## src/rtl/riscv_mc_pkg.sv

```systemverilog
// Shared types and encodings for the multicycle RV32I control path.
// State names, opcode constants and the mux-select encodings seen by the datapath.
package riscv_mc_pkg;

  typedef enum logic [3:0] {
    S_FETCH,
    S_DECODE,
    S_MEMADR,
    S_MEMREAD,
    S_MEMWB,
    S_MEMWRITE,
    S_EXEC_R,
    S_EXEC_I,
    S_ALUWB,
    S_BRANCH,
    S_JAL,
    S_LUI,
    S_AUIPC,
    S_FAULT
  } state_t;

  localparam logic [6:0] OPC_LOAD   = 7'b0000011;
  localparam logic [6:0] OPC_STORE  = 7'b0100011;
  localparam logic [6:0] OPC_R      = 7'b0110011;
  localparam logic [6:0] OPC_I      = 7'b0010011;
  localparam logic [6:0] OPC_BRANCH = 7'b1100011;
  localparam logic [6:0] OPC_JAL    = 7'b1101111;
  localparam logic [6:0] OPC_LUI    = 7'b0110111;
  localparam logic [6:0] OPC_AUIPC  = 7'b0010111;

  localparam logic [1:0] ALUOP_ADD   = 2'b00;
  localparam logic [1:0] ALUOP_SUB   = 2'b01;
  localparam logic [1:0] ALUOP_FUNCT = 2'b10;
  localparam logic [1:0] ALUOP_PASS  = 2'b11;

  localparam logic [1:0] SRCA_PC    = 2'b00;
  localparam logic [1:0] SRCA_OLDPC = 2'b01;
  localparam logic [1:0] SRCA_RS1   = 2'b10;

  localparam logic [1:0] SRCB_RS2  = 2'b00;
  localparam logic [1:0] SRCB_IMM  = 2'b01;
  localparam logic [1:0] SRCB_FOUR = 2'b10;

  localparam logic [1:0] RES_ALUOUT = 2'b00;
  localparam logic [1:0] RES_MEM    = 2'b01;
  localparam logic [1:0] RES_ALU    = 2'b10;

  // States that hold a request on the shared memory port until mem_ready.
  function automatic logic is_mem_state(input state_t s);
    return (s == S_FETCH) || (s == S_MEMREAD) || (s == S_MEMWRITE);
  endfunction

endpackage

```

## src/rtl/mem_wait_timer.sv

```systemverilog
// Counts consecutive stalled cycles on the memory port and flags the last allowed one.
// TIMEOUT of 0 turns the check off entirely.
module mem_wait_timer #(
  parameter int unsigned TIMEOUT = 16
) (
  input  logic clk,
  input  logic reset,
  input  logic waiting,
  input  logic clear,
  output logic expired
);

  localparam int unsigned CNT_W = (TIMEOUT > 1) ? $clog2(TIMEOUT) : 1;
  localparam logic [CNT_W-1:0] LIMIT = (TIMEOUT == 0) ? '0 : CNT_W'(TIMEOUT - 1);

  logic [CNT_W-1:0] wait_cnt_q, wait_cnt_d;

  always_comb begin
    wait_cnt_d = wait_cnt_q;
    if (clear) begin
      wait_cnt_d = '0;
    end else if (waiting) begin
      wait_cnt_d = wait_cnt_q + 1'b1;
    end
  end

  // NOTE: flops are written with <= so every register samples pre-edge values.
  always_ff @(posedge clk) begin
    if (reset) begin
      wait_cnt_q <= '0;
    end else begin
      wait_cnt_q <= wait_cnt_d;
    end
  end

  // Expiry moves the FSM out of the memory state, which clears the count before it can wrap.
  assign expired = (TIMEOUT != 0) && waiting && (wait_cnt_q == LIMIT);

endmodule

```

## src/rtl/multicycle_controller.sv

```systemverilog
// Control FSM for the multicycle RV32I core: sequences fetch, decode, execute, memory and writeback.
// Selects are decoded from state; the fetch/branch write strobes also look at mem_ready/zero.
module multicycle_controller
  import riscv_mc_pkg::*;
#(
  parameter int unsigned TIMEOUT = 16
) (
  input  logic       clk,
  input  logic       reset,
  input  logic [6:0] opcode,
  input  logic [2:0] funct3,
  input  logic       zero,
  input  logic       mem_ready,
  output logic       mem_req,
  output logic       mem_write,
  output logic       adr_src,
  output logic       ir_write,
  output logic       pc_write,
  output logic       reg_write,
  output logic [1:0] alu_src_a,
  output logic [1:0] alu_src_b,
  output logic [1:0] result_src,
  output logic [1:0] alu_op,
  output logic       f7b5_valid,
  output logic       instr_retired,
  output logic       fault
);

  state_t state_q, state_d;
  logic   waiting, expired;

  assign waiting = is_mem_state(state_q) && !mem_ready;

  mem_wait_timer #(.TIMEOUT(TIMEOUT)) u_mem_wait_timer (
    .clk     (clk),
    .reset   (reset),
    .waiting (waiting),
    .clear   (mem_ready || (state_d != state_q)),
    .expired (expired)
  );

  always_comb begin
    state_d = state_q;
    case (state_q)
      S_FETCH: begin
        if (mem_ready)    state_d = S_DECODE;
        else if (expired) state_d = S_FAULT;
      end
      S_DECODE: begin
        case (opcode)
          OPC_LOAD, OPC_STORE: state_d = S_MEMADR;
          OPC_R:               state_d = S_EXEC_R;
          OPC_I:               state_d = S_EXEC_I;
          OPC_BRANCH:          state_d = S_BRANCH;
          OPC_JAL:             state_d = S_JAL;
          OPC_LUI:             state_d = S_LUI;
          OPC_AUIPC:           state_d = S_AUIPC;
          default:             state_d = S_FAULT;
        endcase
      end
      S_MEMADR:  state_d = opcode[5] ? S_MEMWRITE : S_MEMREAD;
      S_MEMREAD: begin
        if (mem_ready)    state_d = S_MEMWB;
        else if (expired) state_d = S_FAULT;
      end
      S_MEMWRITE: begin
        if (mem_ready)    state_d = S_FETCH;
        else if (expired) state_d = S_FAULT;
      end
      S_MEMWB, S_ALUWB, S_BRANCH:                 state_d = S_FETCH;
      S_EXEC_R, S_EXEC_I, S_JAL, S_LUI, S_AUIPC:  state_d = S_ALUWB;
      S_FAULT:                                    state_d = S_FAULT;
      default:                                    state_d = S_FAULT;
    endcase
  end

  always_ff @(posedge clk) begin
    if (reset) begin
      state_q <= S_FETCH;
    end else begin
      state_q <= state_d;
    end
  end

  always_comb begin
    // NOTE: every output gets a default first, so no state path can infer a latch.
    mem_req       = 1'b0;
    mem_write     = 1'b0;
    adr_src       = 1'b0;
    ir_write      = 1'b0;
    pc_write      = 1'b0;
    reg_write     = 1'b0;
    alu_src_a     = SRCA_PC;
    alu_src_b     = SRCB_RS2;
    result_src    = RES_ALUOUT;
    alu_op        = ALUOP_ADD;
    f7b5_valid    = 1'b0;
    instr_retired = (state_q != S_FETCH) && (state_d == S_FETCH);
    case (state_q)
      S_FETCH: begin
        mem_req    = 1'b1;
        ir_write   = mem_ready;
        pc_write   = mem_ready;
        alu_src_b  = SRCB_FOUR;
        result_src = RES_ALU;
      end
      S_DECODE: begin
        alu_src_a = SRCA_OLDPC;
        alu_src_b = SRCB_IMM;
      end
      S_MEMADR: begin
        alu_src_a = SRCA_RS1;
        alu_src_b = SRCB_IMM;
      end
      S_MEMREAD: begin
        adr_src = 1'b1;
        mem_req = 1'b1;
      end
      S_MEMWB: begin
        result_src = RES_MEM;
        reg_write  = 1'b1;
      end
      S_MEMWRITE: begin
        adr_src   = 1'b1;
        mem_req   = 1'b1;
        mem_write = 1'b1;
      end
      S_EXEC_R: begin
        alu_src_a  = SRCA_RS1;
        alu_op     = ALUOP_FUNCT;
        f7b5_valid = 1'b1;
      end
      S_EXEC_I: begin
        alu_src_a  = SRCA_RS1;
        alu_src_b  = SRCB_IMM;
        alu_op     = ALUOP_FUNCT;
        f7b5_valid = (funct3 == 3'b101);
      end
      S_ALUWB: reg_write = 1'b1;
      S_BRANCH: begin
        alu_src_a = SRCA_RS1;
        alu_op    = ALUOP_SUB;
        pc_write  = zero ^ funct3[0];
      end
      S_JAL: begin
        alu_src_a = SRCA_OLDPC;
        alu_src_b = SRCB_FOUR;
        pc_write  = 1'b1;
      end
      S_LUI: begin
        alu_src_b = SRCB_IMM;
        alu_op    = ALUOP_PASS;
      end
      S_AUIPC: begin
        alu_src_a = SRCA_OLDPC;
        alu_src_b = SRCB_IMM;
      end
      default: ;
    endcase
    // An instruction interrupted by reset must not touch architectural state.
    if (reset) begin
      mem_req       = 1'b0;
      mem_write     = 1'b0;
      ir_write      = 1'b0;
      pc_write      = 1'b0;
      reg_write     = 1'b0;
      instr_retired = 1'b0;
    end
  end

  assign fault = (state_q == S_FAULT);

endmodule
```

## config.mk

```make
export PLATFORM = sky130hd
export DESIGN_NAME = multicycle_controller
export DESIGN_NICKNAME = d
export VERILOG_FILES = /design/src/rtl/riscv_mc_pkg.sv /design/src/rtl/mem_wait_timer.sv /design/src/rtl/multicycle_controller.sv
export SDC_FILE = /design/constraint.sdc
export NUM_CORES = 1
export LEC_CHECK = 0
export BUFFER_PORTS_ARGS = -buffer_cell sky130_fd_sc_hd__buf_2
export CAP_MARGIN = 30
export CELL_PAD_IN_SITES_DETAIL_PLACEMENT = 0
export CELL_PAD_IN_SITES_GLOBAL_PLACEMENT = 1
export CORE_UTILIZATION = 35
export DETAILED_ROUTE_END_ITERATION = 7
export PLACE_DENSITY_LB_ADDON = 0.1
export SETUP_SLACK_MARGIN = 0.5
export SYNTH_ARGS = -nofsm -noshare
export SYNTH_HDL_FRONTEND = slang
export SYNTH_SLANG_ARGS = --single-unit
```

## constraint.sdc

```tcl
create_clock -name clk -period 2 [get_ports clk]
set_input_delay 0 -clock clk [delete_from_list [all_inputs] [get_ports clk]]
set_output_delay 0 -clock clk [all_outputs]
set_load 0.03 [all_outputs]
```

# Yosys cells after proc, flatten, opt, wreduce, memory -nomap -nowiden
# Index checks and enable logic that the tools add are counted.
# Widths: inputs -> output; s select.
# totals
register_bits,8
elab_cells,74
# classes
eq_ne,24
mux,24
reduce_logical,22
bitwise,1
add_sub_neg,1
# op_table
operator,n
$pmux 4 s7,2
$eq 4x4->1 const B,7
$eq 7x6->1 const B,3
$eq 4x3->1 const B,4
$mux 4,4
$eq 7x5->1 const B,2
$eq 7x7->1 const B,2
$pmux 2 s2,3
$reduce_or 2->1,6
$mux 1,11
$reduce_or 5->1,2
$reduce_or 3->1,3
$eq 4x2->1 const B,2
$logic_not 4->1,2
$eq 7x2->1 const B,1
$pmux 2 s3,1
$add 4x1->4 const B,1
$eq 4x1->1 const B,1
$ne 4x4->1,1
$reduce_bool 4->1,1
$reduce_or 4->1,1
$eq 3x3->1 const B,1
$logic_and 1x1->1,3
$logic_or 1x1->1,3
other kinds (5),5

# Depth between registers and ports, before layout
# logic_depth
word_depth,11
depth_mapped,7
ltp_nobuf,6

# Modules after synthesis
# A second synthesis with hierarchy kept.
# unflattened
hier_cells,140
hier_area_um2,992.2
# modules_own_cells
mod,n_inst,cells_per_inst,area_per_inst_um2
multicycle_controller,1,122,770.7
mem_wait_timer,1,18,221.5

# Least setup slack after synthesis
# Ideal clock, no wire load.
# synth_path
path_kind,register to output
start,register state_q[0]
end,output instr_retired
slack_ns,-0.190
path_stages_with_launch,8
arrival_ns,2.190
cell_sequence,dfxtp_1 -> buf_2 -> buf_1 -> mux2i_1 -> nor3_1 -> a21oi_1 -> o211ai_1 -> nor4_1
# synth_via
elab_chain_cells,11
word_cells_on_any_way,28
cone_classes,12 x eq/ne; 6 x mux; 10 x reduce/logical
# synth_lines
item,line_no,text
"start, declared",multicycle_controller.sv:29,"state_t state_q, state_d;"
"start signal, assigned",multicycle_controller.sv:81,state_q <= state_d;
$eq 4x2->1 or $logic_not 4->1 (tied branches),"riscv_mc_pkg.sv:50, multicycle_controller.sv:44",
$logic_or 1x1->1 (2 in a row),riscv_mc_pkg.sv:50,return (s == S_FETCH) || (s == S_MEMREAD) || (s == S_MEMWRITE);
$logic_and 1x1->1,multicycle_controller.sv:32,assign waiting = is_mem_state(state_q) && !mem_ready;
$logic_and 1x1->1,mem_wait_timer.sv:37,assign expired = (TIMEOUT != 0) && waiting && (wait_cnt_q == LIMIT);
$mux 4,"multicycle_controller.sv:47, multicycle_controller.sv:64, multicycle_controller.sv:68",
$mux 4 (on tied branches),"multicycle_controller.sv:67, multicycle_controller.sv:46, multicycle_controller.sv:63",
$pmux 4 s7,multicycle_controller.sv:44,case (state_q)
$logic_not 4->1,multicycle_controller.sv:98,instr_retired = (state_q != S_FETCH) && (state_d == S_FETCH);
$logic_and 1x1->1 *,multicycle_controller.sv:98,
$mux 1 *,multicycle_controller.sv:161,if (reset) begin
"end, declared",multicycle_controller.sv:25,"output logic instr_retired,"
# Every way passes the cells marked *; elsewhere a longest branch is shown, timed or not.

# Worst setup path after layout
# Ends and elaborated chain as after synthesis.

==> qor.csv <==
stage,metric,value,unit
outcome,status,"finished, final reports clean",
timing,maxSlewHeadroom,72.5,%
routing,drt_pre_antenna_iters,4,
timing,fin_hold_ws,92.6,ps
setup_path,crit_top_cell,buf_4,
timing,rsz0062_at_grt,yes,
synth,synth-edff-count,0,
synth,ys_types,48,
setup_path,reg2reg_slack,310,ps
synth,ys_ff_latch,8,
setup_path,crit_fanout,11,
placement,io_buffers,30,
setup_path,reg2reg_to,u_mem_wait_timer.wait_cnt_q[3],
placement,hpwlAfterDp,2.29,mm
hold_path,hold_path_end,state_q[2],
timing,tightestPinTransition,406,ps
floorplanning,die-area,3190,µm²
setup_path,criticalPathCategory,register to output port,
floorplanning,coreArea,2780,µm²
synth,synth_compound_area_share,26.5,%
timing,finalHoldViolCount,0,
final_layout,postLayoutCoreUtil,56.7,%
timing,finalCritPeriodShare,89.6,%
floorplanning,initial_core_util,37.3,%
synth,synth-seq-area-share,15.4,%
timing,finalCriticalPeriod,1790,ps
routing,routed_via_density,5.74,
pwr,irDropWorstVdd,549,µV
clocking,cts_htree_levels,1,
routing,vias,1298,
hold_path,holdPathStages,2,
hold_path,min_from,reset,
clocking,cts_root_buf,clkbuf_4,
clocking,clk_latency,260,ps
routing,ant_nets,0,
synth,syn_inst,151,
floorplanning,fp.dieH,56.5,µm
timing,setup_tns,0,ps
global_route,grt_max_degree,14,
setup_path,crit_chain,"inv_1, buf_4, a21oi_1, o21ai_0, o211ai_1, nor4_4, buf_4",
setup_path,worst_r2r_path_depth,5,
final_layout,diodes,0,
setup_path,worst_setup_path_start_kind,register,
synth,synth_top_area_cell,dfxtp_1,
setup_path,timing.rr.start,state_q[0],
synth,syn_avg_cell_area,6.88,µm²
routing,detail_route.wl_per_cell,14.6,µm
global_route,track_usage,20.8,%
routing,drc,0,
final_layout,nets,212,
pwr,p_leak,0.633,nW
synth,ys_warn_count,0,
setup_path,slowest_stage,dfxtp_4,
synth,synth_top_family_by_area,simple AND/OR/NAND/NOR gates,
floorplanning,die_width,56.5,µm
synth,syn_area,1040,µm²
synth,synth_common_cells,"13 x nand2_1, 13 x nor3_1, 12 x a21oi_1, 12 x nor2_1, 10 x o21ai_0",
synth,synth_area_leaders,"dfxtp_1 15%, nor3_1 6.3%, a21oi_1 5.8%",
synth,synth-async-reset-ratio,0,%
placement,place_inst,211,
global_route,overflow,0,
flow_run,drv_cap,0,
hold_path,hp-class,primary input to register,
placement,gp_congestion,0.885,
final_layout,final_cells,226,
routing,wirelength,3.29,mm
routing,drt_iter0_drc,48,
clocking,clock-sinks,8,
synth,synth_mux_area_share,4.10,%
setup_path,worstPathArrival,1790,ps
floorplanning,io_pins,31,
setup_path,slowest_delay,380,ps
pwr,power.density,710,nW/µm²
floorplanning,core.rowCount,19,
timing,skew,8.25,ps
clocking,cts_tree,yes,
timing,setup_viol,0,
setup_path,cp_top_family,buffers and inverters,
clocking,cts_buffers,3,
setup_path,crit_buf_inv,3,
timing,slew_viol_final,0,
synth,synth_top_cell_area_share,15.4,%
final_layout,drive_above_1_share,46.7,%
setup_path,cp.required,2000,ps
global_route,grt_pass1_wl,5.35,mm
clocking,hold_buffers,0,
global_route,antenna_found_initial,0,
synth,synth-main-ff-cell,dfxtp_1,
synth,synthAdderAreaFrac,1.20,%
synth,syn_nets,166,
clocking,clock_path_buffers,2,
setup_path,endpoint_kind,output port,
synth,synthSimpleGateAreaFrac,38.4,%
final_layout,syn_to_final_growth,51.8,%
clocking,cts.clk_slew.worst_paths,60,ps
global_route,grt_pass1_vias,1149,
timing,max_clock_freq,558,MHz
synth,synth_xor_area_share,6.63,%
setup_path,path_depth,7,
-- flip-flops by register name, summed over array words and instances, names as in the netlist --
| name | flops |
|---|---|
| u_mem_wait_timer.wait_cnt_q | 4 |
| state_q | 4 |
-- layer usage --
layer  track usage [%]  part of all wire (%)  vias up
met4              4.18                  0.55        0
met5                 0                     0        -
met3              3.00                   6.5        3
met1              29.3                    46      610
met2              33.8                    47       44
li1                  -                     -      641
-- how the worst max path moves through the flow --
stage | start | endpoint | slack, ps
after floorplan | state_q[2] | alu_src_b[1] | 310
after global routing | state_q[0] | instr_retired | 130
after global placement | state_q[2] | u_mem_wait_timer.wait_cnt_q[1] | 220
after detailed placement | state_q[2] | u_mem_wait_timer.wait_cnt_q[1] | 160
after CTS | state_q[1] | instr_retired | 200
final | state_q[0] | instr_retired | 210
-- power breakdown --
| part | internal, mW | switching, mW | total (mW) | leakage (nW) |
|---|---|---|---|---|
| combinational | 0.355 | 0.421 | 0.776 | 0.551 |
| sequential | 0.175 | 0.0381 | 0.213 | 0.0691 |
| clock | 0.0691 | 0.0610 | 0.130 | 0.0138 |
| total | 0.599 | 0.520 | 1.12 | 0.633 |
-- cells in the final DEF (no fill, tap or decap), drive strengths merged, types with 2 or more instances in the layout --
cell type,n
a21oi,12
a31oi,3
buf,53
clkbuf,4
dfxtp,8
inv,5
mux2,2
mux2i,2
nand2,13
nand2b,5
nand3,4
nand3b,2
nor2,12
nor2b,5
nor3,13
nor3b,4
nor4,2
o211ai,3
o21ai,10
o311ai,2
or2,2
xnor2,5
xor2,2
-- timing repair --
item / 4_1_cts / 5_1_grt
gates cloned: 0 / 0
gates resized for setup: 30 / 13
pin swaps: 10 / 7
buffers inserted: 8 / 4
setup endpoints to repair: 24 / 18
-- worst reg2reg max path, delay by kind of cell, from the launching register on --
| family | cells | cell delay [ps] |
|---|---|---|
| simple gates | 3 | 850 |
| flops | 1 | 380 |
| compound gates | 1 | 240 |
| xor+xnor | 1 | 160 |
-- layout make-up --
cell class	instances	area, µm²
Sequential cell	8	180
Multi-Input combinational cell	125	930
Inverter	5	18.8
Tap cell	31	38.8
Timing Repair Buffer	54	387
Fill cell	270	1200
Clock buffer	3	22.5
-- cells by family (layout without fill, tap and decap cells) --
group                      Yosys count  in the layout
and+or+nand+nor                     72             72
AOI/OAI and AO/OA                   41             41
DFF                                  8              8
adders and majority gates            1              1
muxes                                4              4
buffers and inverters               18             62
xor gates and xnor gates             7              7
-- metrics by stage --
stage / setup WS (ps) / area [µm²] / power, mW
floorplan: 310 / 1130 / 0.684
global placement: 224 / 1320 / 0.839
detailed placement: 162 / 1320 / 0.843
CTS: 199 / 1500 / 1.06
global route: 127 / 1580 / 1.18
finish: 209 / 1580 / 1.12
Power figures use the tool's default switching activity.
